$ cat src/rtl/debug_dump_unit.sv
// debug_dump_unit
// Streams a snapshot of the CPU state over a byte-wide transmitter link.
// The frame is: HEADER, the 32 general registers (4 bytes each, MSB first),
// MEM_WORDS data-memory words (4 bytes each, MSB first), and an XOR checksum
// over every byte except HEADER.
//
// Ports
//   clk          sole clock, rising edge
//   reset        asynchronous, active-high, clears all state
//   start        request one dump frame (ignored unless idle)
//   reg_sel      register index for the external register-array mux
//   reg_data     register value for reg_sel, same-cycle
//   debugMode    high while the data memory is being read for the dump
//   DebugAddress word index into data memory (zero-extended)
//   mem_data     memory read data, valid one cycle after DebugAddress
//   tx_data      byte toward the serial transmitter
//   tx_valid     tx_data holds a byte
//   tx_ready     transmitter accepts the byte this cycle
//   busy         a frame is in progress
//   done         one-cycle pulse after the final byte has been accepted
module debug_dump_unit #(
    parameter int         MEM_WORDS = 32,
    parameter logic [7:0] HEADER    = 8'hA5
) (
    input  logic        clk,
    input  logic        reset,
    input  logic        start,
    output logic [4:0]  reg_sel,
    input  logic [31:0] reg_data,
    output logic        debugMode,
    output logic [31:0] DebugAddress,
    input  logic [31:0] mem_data,
    output logic [7:0]  tx_data,
    output logic        tx_valid,
    input  logic        tx_ready,
    output logic        busy,
    output logic        done
);

    typedef enum logic [2:0] {
        IDLE, HDR, REG_LOAD, MEM_ADDR, MEM_CAP, SEND, CSUM, FIN
    } state_t;

    // Index range is 0..1023, so a 10-bit counter covers every legal MEM_WORDS.
    localparam logic [9:0] LAST_IDX = 10'(MEM_WORDS - 1);

    state_t      state, state_nxt;
    logic [31:0] word_buf;
    logic [1:0]  byte_cnt;
    logic [9:0]  mem_idx;
    logic        mem_phase;   // set once the register words are finished
    logic [7:0]  csum;
    logic        xfer;

    assign xfer         = tx_valid & tx_ready;
    assign DebugAddress = {22'd0, mem_idx};

    always_ff @(posedge clk or posedge reset) begin
        if (reset) state <= IDLE;
        else       state <= state_nxt;
    end

    always_comb begin
        state_nxt = state;
        tx_valid  = 1'b0;
        tx_data   = 8'h00;
        debugMode = 1'b0;
        busy      = (state != IDLE);
        done      = 1'b0;
        case (state)
            IDLE:     if (start) state_nxt = HDR;
            HDR: begin
                tx_valid = 1'b1;
                tx_data  = HEADER;
                if (tx_ready) state_nxt = REG_LOAD;
            end
            REG_LOAD: state_nxt = SEND;
            MEM_ADDR: begin
                debugMode = 1'b1;
                state_nxt = MEM_CAP;
            end
            MEM_CAP: begin
                debugMode = 1'b1;
                state_nxt = SEND;
            end
            SEND: begin
                tx_valid  = 1'b1;
                debugMode = mem_phase;
                case (byte_cnt)
                    2'd0:    tx_data = word_buf[31:24];
                    2'd1:    tx_data = word_buf[23:16];
                    2'd2:    tx_data = word_buf[15:8];
                    default: tx_data = word_buf[7:0];
                endcase
                if (tx_ready && byte_cnt == 2'd3) begin
                    if (!mem_phase)
                        state_nxt = (reg_sel == 5'd31) ? MEM_ADDR : REG_LOAD;
                    else
                        state_nxt = (mem_idx == LAST_IDX) ? CSUM : MEM_ADDR;
                end
            end
            CSUM: begin
                tx_valid = 1'b1;
                tx_data  = csum;
                if (tx_ready) state_nxt = FIN;
            end
            FIN: begin
                done      = 1'b1;
                state_nxt = IDLE;
            end
            default:  state_nxt = IDLE;
        endcase
    end

    always_ff @(posedge clk or posedge reset) begin
        if (reset) begin
            reg_sel   <= 5'd0;
            mem_idx   <= 10'd0;
            mem_phase <= 1'b0;
            csum      <= 8'h00;
            byte_cnt  <= 2'd0;
            word_buf  <= 32'd0;
        end else begin
            case (state)
                IDLE: begin
                    // Fresh frame: rewind both walks and clear the checksum.
                    if (start) begin
                        reg_sel   <= 5'd0;
                        mem_idx   <= 10'd0;
                        mem_phase <= 1'b0;
                        csum      <= 8'h00;
                        byte_cnt  <= 2'd0;
                    end
                end
                REG_LOAD: begin
                    word_buf <= reg_data;
                    byte_cnt <= 2'd0;
                end
                MEM_CAP: begin
                    word_buf <= mem_data;
                    byte_cnt <= 2'd0;
                end
                SEND: begin
                    if (xfer) begin
                        csum     <= csum ^ tx_data;
                        byte_cnt <= byte_cnt + 2'd1;
                        if (byte_cnt == 2'd3) begin
                            if (!mem_phase) begin
                                if (reg_sel != 5'd31) begin
                                    reg_sel <= reg_sel + 5'd1;
                                end else begin
                                    mem_phase <= 1'b1;
                                    mem_idx   <= 10'd0;
                                end
                            end else if (mem_idx != LAST_IDX) begin
                                // Index is held on the last word so the
                                // address stays put through its final byte.
                                mem_idx <= mem_idx + 10'd1;
                            end
                        end
                    end
                end
                default: ;
            endcase
        end
    end

endmodule

$ cat config.mk
export PLATFORM = sky130hd
export DESIGN_NAME = debug_dump_unit
export DESIGN_NICKNAME = d
export VERILOG_FILES = /design/src/rtl/debug_dump_unit.sv
export SDC_FILE = /design/constraint.sdc
export NUM_CORES = 1
export LEC_CHECK = 0
export CAP_MARGIN = 20
export CORE_AREA = 2 2 93 95
export CTS_CLUSTER_DIAMETER = 50
export DETAILED_ROUTE_END_ITERATION = 10
export DIE_AREA = 0 0 95 97
export PLACE_DENSITY_LB_ADDON = 0.15
export SLEW_MARGIN = 15
export SYNTH_ARGS = -nofsm -noshare
export SYNTH_HDL_FRONTEND = slang
export SYNTH_SLANG_ARGS = --single-unit
$ cat constraint.sdc
create_clock -name clk -period 2.41 [get_ports clk]
set_input_delay 0.241 -clock clk [delete_from_list [all_inputs] [get_ports clk]]
set_output_delay 0.241 -clock clk [all_outputs]
set_load 0.02 [all_outputs]
# After elaboration in Yosys (flattened, before gate mapping)
# Cells that the tools add are included.
dict set report op_classes {
  n_eq_ne 24
  mux 39
  reduce_logical 16
  bitwise 2
  addsub 3
}
# operator n
set op_table {}
lappend op_table {{one-hot mux 32 bit (2 select lines)} 1}
lappend op_table {{two-way mux 10 bit} 6}
lappend op_table {{one-hot mux 8 bit (3 select lines)} 2}
lappend op_table {{two-way mux 5 bit} 5}
lappend op_table {{one-hot mux 3 bit (7 select lines)} 1}
lappend op_table {{one-hot mux 10 bit (2 select lines)} 1}
lappend op_table {{two-way mux 3 bit} 6}
lappend op_table {{two-way mux 8 bit} 2}
lappend op_table {{inequality test 2 bit, second input constant} 8}
lappend op_table {{one-hot mux 8 bit (2 select lines)} 1}
lappend op_table {{== test 3 bit, second input constant} 4}
lappend op_table {{AND reduction 6 bit} 2}
lappend op_table {{adder 10 x 1 -> 10 bit, second input constant} 1}
lappend op_table {{== test 10 x 5 -> 1 bit, second input constant} 1}
lappend op_table {{inequality test 10 x 5 -> 1 bit, second input constant} 1}
lappend op_table {{one-hot mux 5 bit (2 select lines)} 1}
lappend op_table {{two-way mux 1 bit} 8}
lappend op_table {{AND reduction 4 bit} 2}
lappend op_table {{XOR 8 bit} 1}
lappend op_table {{== test 3 x 2 -> 1 bit, second input constant} 2}
lappend op_table {{inequality test 3 bit, second input constant} 2}
lappend op_table {{one-hot mux 2 bit (3 select lines)} 1}
lappend op_table {{AND reduction 3 bit} 2}
lappend op_table {{nonzero test 3 bit} 2}
lappend op_table {{other kinds (16)} 21}
dict set report word_totals {
  output_inout_bits 49
  input_bits 68
  reg_bits 61
  word_cells 91
}

# Depth between registers and ports, before layout
dict set report depth {
  ltp_word 6
  mapped_depth 8
}

# Worst setup path after synthesis
# OpenSTA, ideal clock, no wires.
dict set report synth_path {
  kind {register to register}
  start {reg reg_sel[0]}
  end {reg reg_sel[3]}
  arrival_time_ns 1.990
  setup_slack_ns 0.343
  stages_incl_launch_ff 8
  setup_time_ns 0.077
  path_cell_list {dfrtp_1 > ha_1 > and3_1 > ha_1 > nor2_1 > a41oi_4 > or3_1 > a21oi_1}
}
dict set report synth_between {
  elab_chain_cells 6
  elab_cells_between_ends 9
  cone_classes {1 x add/sub; 2 x eq/ne; 5 x mux; 1 x reduce/logical}
}
# element line
set synth_rtl {}
lappend synth_rtl {{start: declaration} 28} ;# output logic [4:0] reg_sel,
lappend synth_rtl {{start signal: assignment} 150} ;# reg_sel <= reg_sel + 5'd1;
lappend synth_rtl {{adder 5 x 1 -> 5 bit} 150}
lappend synth_rtl {{two-way mux 5 bit} 149} ;# if (reg_sel != 5'd31) begin
lappend synth_rtl {{two-way mux 5 bit} 148} ;# if (!mem_phase) begin
lappend synth_rtl {{two-way mux 5 bit} 147} ;# if (byte_cnt == 2'd3) begin
lappend synth_rtl {{two-way mux 5 bit} 144} ;# if (xfer) begin
lappend synth_rtl {{one-hot mux 5 bit (2 select lines)} 124} ;# case (state)
# Several ways; a longest one is shown, not always the timed one. The select of a mux whose other input is x is not followed.
# A chain may end at the register's enable or synchronous reset.

# Worst setup path in the final report
dict set report layout_path {
  start {reg byte_cnt[1]}
  end {out tx_data[0]}
}
dict set report layout_between {
  elab_chain_cells 3
  elab_cells_between_ends 5
  cone_classes {2 x eq/ne; 2 x mux; 1 x reduce/logical}
}
# element line
set layout_rtl {}
lappend layout_rtl {{start: declaration} 49} ;# logic [1:0] byte_cnt;
lappend layout_rtl {{start signal: assignment} 146} ;# byte_cnt <= byte_cnt + 2'd1;
lappend layout_rtl {{== test 2 bit, or another cell as far along} 89} ;# case (byte_cnt)
lappend layout_rtl {{one-hot mux 8 bit (3 select lines) (*)} 89}
lappend layout_rtl {{one-hot mux 8 bit (3 select lines) (*)} 70} ;# case (state)
lappend layout_rtl {{end: declaration} 33} ;# output logic [7:0] tx_data,
# Every way passes the cells marked *; elsewhere a longest branch is shown, timed or not.

==> impl_results.md <==
* Initial antenna violation count at 0
* Top cell family by delay on the critical path: compound AO/OA/AOI/OAI gates
* Crit share post-route at a little over nine tenths
* Number of max-cap violations at 0
* Leading cell types in the layout, fill and taps excluded: clkdlybuf4s50_1, dfrtp_1, nand2_1, o21ai_0, mux2i_1
* Highest fanout seen on the critical path at 4
* Die W at 95 um
* Wire length per cell at 15.0 um
* Startpoint-to-endpoint class of the critical path: reg -> out
* Worst IR Drop VDD at between 0.4 and 0.5 mV
* Maximum level of the CTS H-tree at 3
* Sort of element at the start of the critical path: register
* Via count of the first global-routing pass at ~3,400
* Most common cell after layout, fill and taps aside: clkdlybuf4s50_1
* Number of standard cells after synthesis at a little over 400
* Hpwl dp at approximately 6.9 mm
* Fraction of layout cells with a size suffix above 1 at 15.0%
* Worst max-slew margin expressed relative to the limit at 59.0%
* Share of synthesized area spent on multiplexers at under 10%
* XOR/XNOR Fraction of Synth Area at 0%
* Critical Path AT at 2.11 ns
* Yosys warning count at 0
* Buffers & Inverters on Critical Path at 2
* Number of nets with antenna violations after routing at 0
* CTS root buf: clkbuf_8
* Die H at slightly below 100 um
* Via density per instance at 5.43
* Number of synthesized flops with an enable pin at 0
* Amount of wire on met3 after detailed routing at just over 400 um
* Synthesized cell area at approximately 3800 um2
* Simple-gate share of the synthesized area at between 10% and 20%
* Final total negative setup slack at 0 ns
* Area share of fa/ha/maj cells after synthesis at about 2.3%
* Flop2flop setup slack at about 0.19 ns
* TritonCTS Buffers at 9
* Final-layout worst hold slack at roughly 0.29 ns
* Status: completed
* Port Buffers at 94
* Pre-antenna DRT Iters at 4
* Measured slew at the worst slew-check pin at 0.609 ns
* Unrepaired setup endpoints after global routing: yes
* Dominant synthesized flop cell: dfrtp_1
* Start of the worst register-to-register path: byte_cnt[0]
* Worst R2R End: csum[7]
* Uppermost layer routed: met4
* Synth Register Bits at 61
* Worst-case reg-to-reg path depth at 11
* Library cells used by synthesis at 56
* First-pass GRT wire length at around 16 mm
* Core area at between 8000 and 9000 um2
* Ports at 117
* Global route total overflow at 0
* Class of the most critical hold timing path: in -> async
* Fin. max-slew vios at 0
* Worst Clk Skew at 0.00834 ns
* Cell Rows at 33
* Sequential-to-total area share from yosys stat at 40.4%
* Total of endpoints with negative setup slack in the final report at 0
* Post-synthesis async set-or-reset flop share at 100%
* Worst path slowest cell: dfrtp_2
* Average size of a mapped cell at between 9 and 10 um2
* Vias at approximately 3,400
* Cts hold-fix bufs at 0
* Post-synthesis compound-gate area fraction at approximately 22%
* Violation count after the first detailed-routing iteration at 153
* Ordered list of cells on the worst path: buf_6, ha_4, a222oi_1, mux2i_1, a221o_1, buf_2
* Fillers at between 700 and 800
* Total GRT Usage at 21.8%
* Pwr Density at about 1200 nW/um2
* Number of nets in the finished design at a little under 600
* Static Leak at approximately 0.0022 uW
* Die area at 9220 um2
* Num Clock Sinks at 61
* Critical path's largest stage delay at 0.44 ns
* Max clock buf depth at 2
* Placer congestion estimate at 0.879
* WL met1 at between 4 and 5 mm
* Maximum number of pins on one net before global-route repair at between 50 and 60
* Post-route DRC at 0
* Data required time at the worst endpoint at around 2.2 ns
* Hold Violations, Final at 0
* Wire length on met2 at ~4.7 mm
* TritonCTS clock tree: yes
* Starting utilization of the core area at 46.5%
* Clock-pin slew on the worst setup and hold paths at 0.07 ns
* Final routed wirelength across all metal layers at ~9.4 mm
* Highest clock frequency the design can meet at ~430 MHz
* Synthesis-to-finish area growth at 36.4%
* Fin crit period at roughly 2.3 ns
* Source-to-sink clock delay at the later pin of the worst-skew pair at approximately 0.34 ns
* Endpoint type of the worst setup path: output pin
* Dominant combinational cell family by area after synthesis: compound AO/OA/AOI/OAI gates
* Ant diodes at 0
==> report_power, final <==
group,internal (uW),switching (uW),leakage (uW)
clock network,603,395,0.000105
registers,1420,326,0.000778
logic,1500,1780,0.00129
==> flip-flops by register name, summed over array words and instances, names as in the netlist <==
| register | flops |
|---|---|
| word_buf | 32 |
| byte_cnt | 2 |
| state | 3 |
| mem_idx | 10 |
| reg_sel | 5 |
| mem_phase | 1 |
| csum | 8 |
==> Yosys cell counts, types with 3 or more instances <==
library cell   n  area share (%)
o22ai_1        9             1.5
nand2b_1       4            0.66
o21ai_1        3            0.40
a21oi_1       24             3.2
buf_4         27             5.4
nor2_1        15             1.5
nor3_1         3            0.40
nor2b_1        4            0.66
clkbuf_1       9            0.89
buf_6          4             1.2
o2111ai_1      3            0.70
nand3_1        8             1.1
mux2i_1       34             9.0
o311ai_2       3             1.3
a22oi_1        4            0.79
buf_2          7            0.93
a31oi_1        7             1.2
o21ai_0       44             5.8
dfrtp_1       61              40
nand2_1       55             5.5
a222oi_1       4             1.1
a221o_1        3            0.79
ha_1           7             2.3
inv_1         21             2.1
and3_1         6            0.99
a211o_1        4            0.93
==> how the worst max path moves through the flow <==
stage / startpoint / to / slack (ns) / depth (start not counted)
global placement: byte_cnt[1] / tx_data[0] / 0.02 / 6
global route: byte_cnt[1] / tx_data[2] / -0.08 / 6
finish: byte_cnt[1] / tx_data[0] / 0.06 / 6
CTS: byte_cnt[1] / tx_data[0] / -0.21 / 6
floorplan: reg_sel[0] / reg_sel[3] / 0.34 / 7
detailed placement: byte_cnt[1] / tx_data[0] / -0.06 / 6
==> kinds of logic (layout without fill, tap and decap cells) <==
family | after synthesis | count (layout)
mux | 34 | 34
compound gates | 124 | 124
simple gates | 113 | 113
buf+inv | 70 | 164
other cells | 1 | 22
fa+ha+maj | 7 | 7
flops | 61 | 61
==> layout make-up <==
cell class,instances,area [um2],area share (%)
sequential,61,1530,29.7
clock buffer,11,141,2.74
clock inverter,4,72.6,1.41
multi-input combinational,300,1990,38.6
inverter,23,88.8,1.72
timing repair buffer,126,1200,23.2
tap,105,131,2.55
==> what timing repair did <==
item,CTS,global route
gates resized for setup,16,30
buffers inserted,11,2
setup endpoints to repair,8,11
pin swaps,5,9
==> per-layer routing <==
metal | vias to the layer above | track usage (%)
li1 | 1657 | -
met2 | 121 | 34.8
met1 | 1625 | 28.7
met5 | - | 0
met4 | 0 | 10.3
met3 | 19 | 3.74
==> stage by stage <==
stage | instance area, um2 | util [%] | std cells | total power (uW) | setup slack, ns
6_report | 5160 | 63.4 | 630 | 6030 | 0.0625
5_1_grt | 5160 | 63.4 | 630 | 6490 | -0.0756
4_1_cts | 5090 | 62.6 | 629 | 5900 | -0.212
3_5_place_dp | 4810 | 59.1 | 603 | 4740 | -0.0590
3_3_place_gp | 4810 | 59.1 | 603 | 4680 | 0.0166
2_1_floorplan | 3860 | - | 431 | 3740 | 0.343
(Power assumes the default switching activity.)
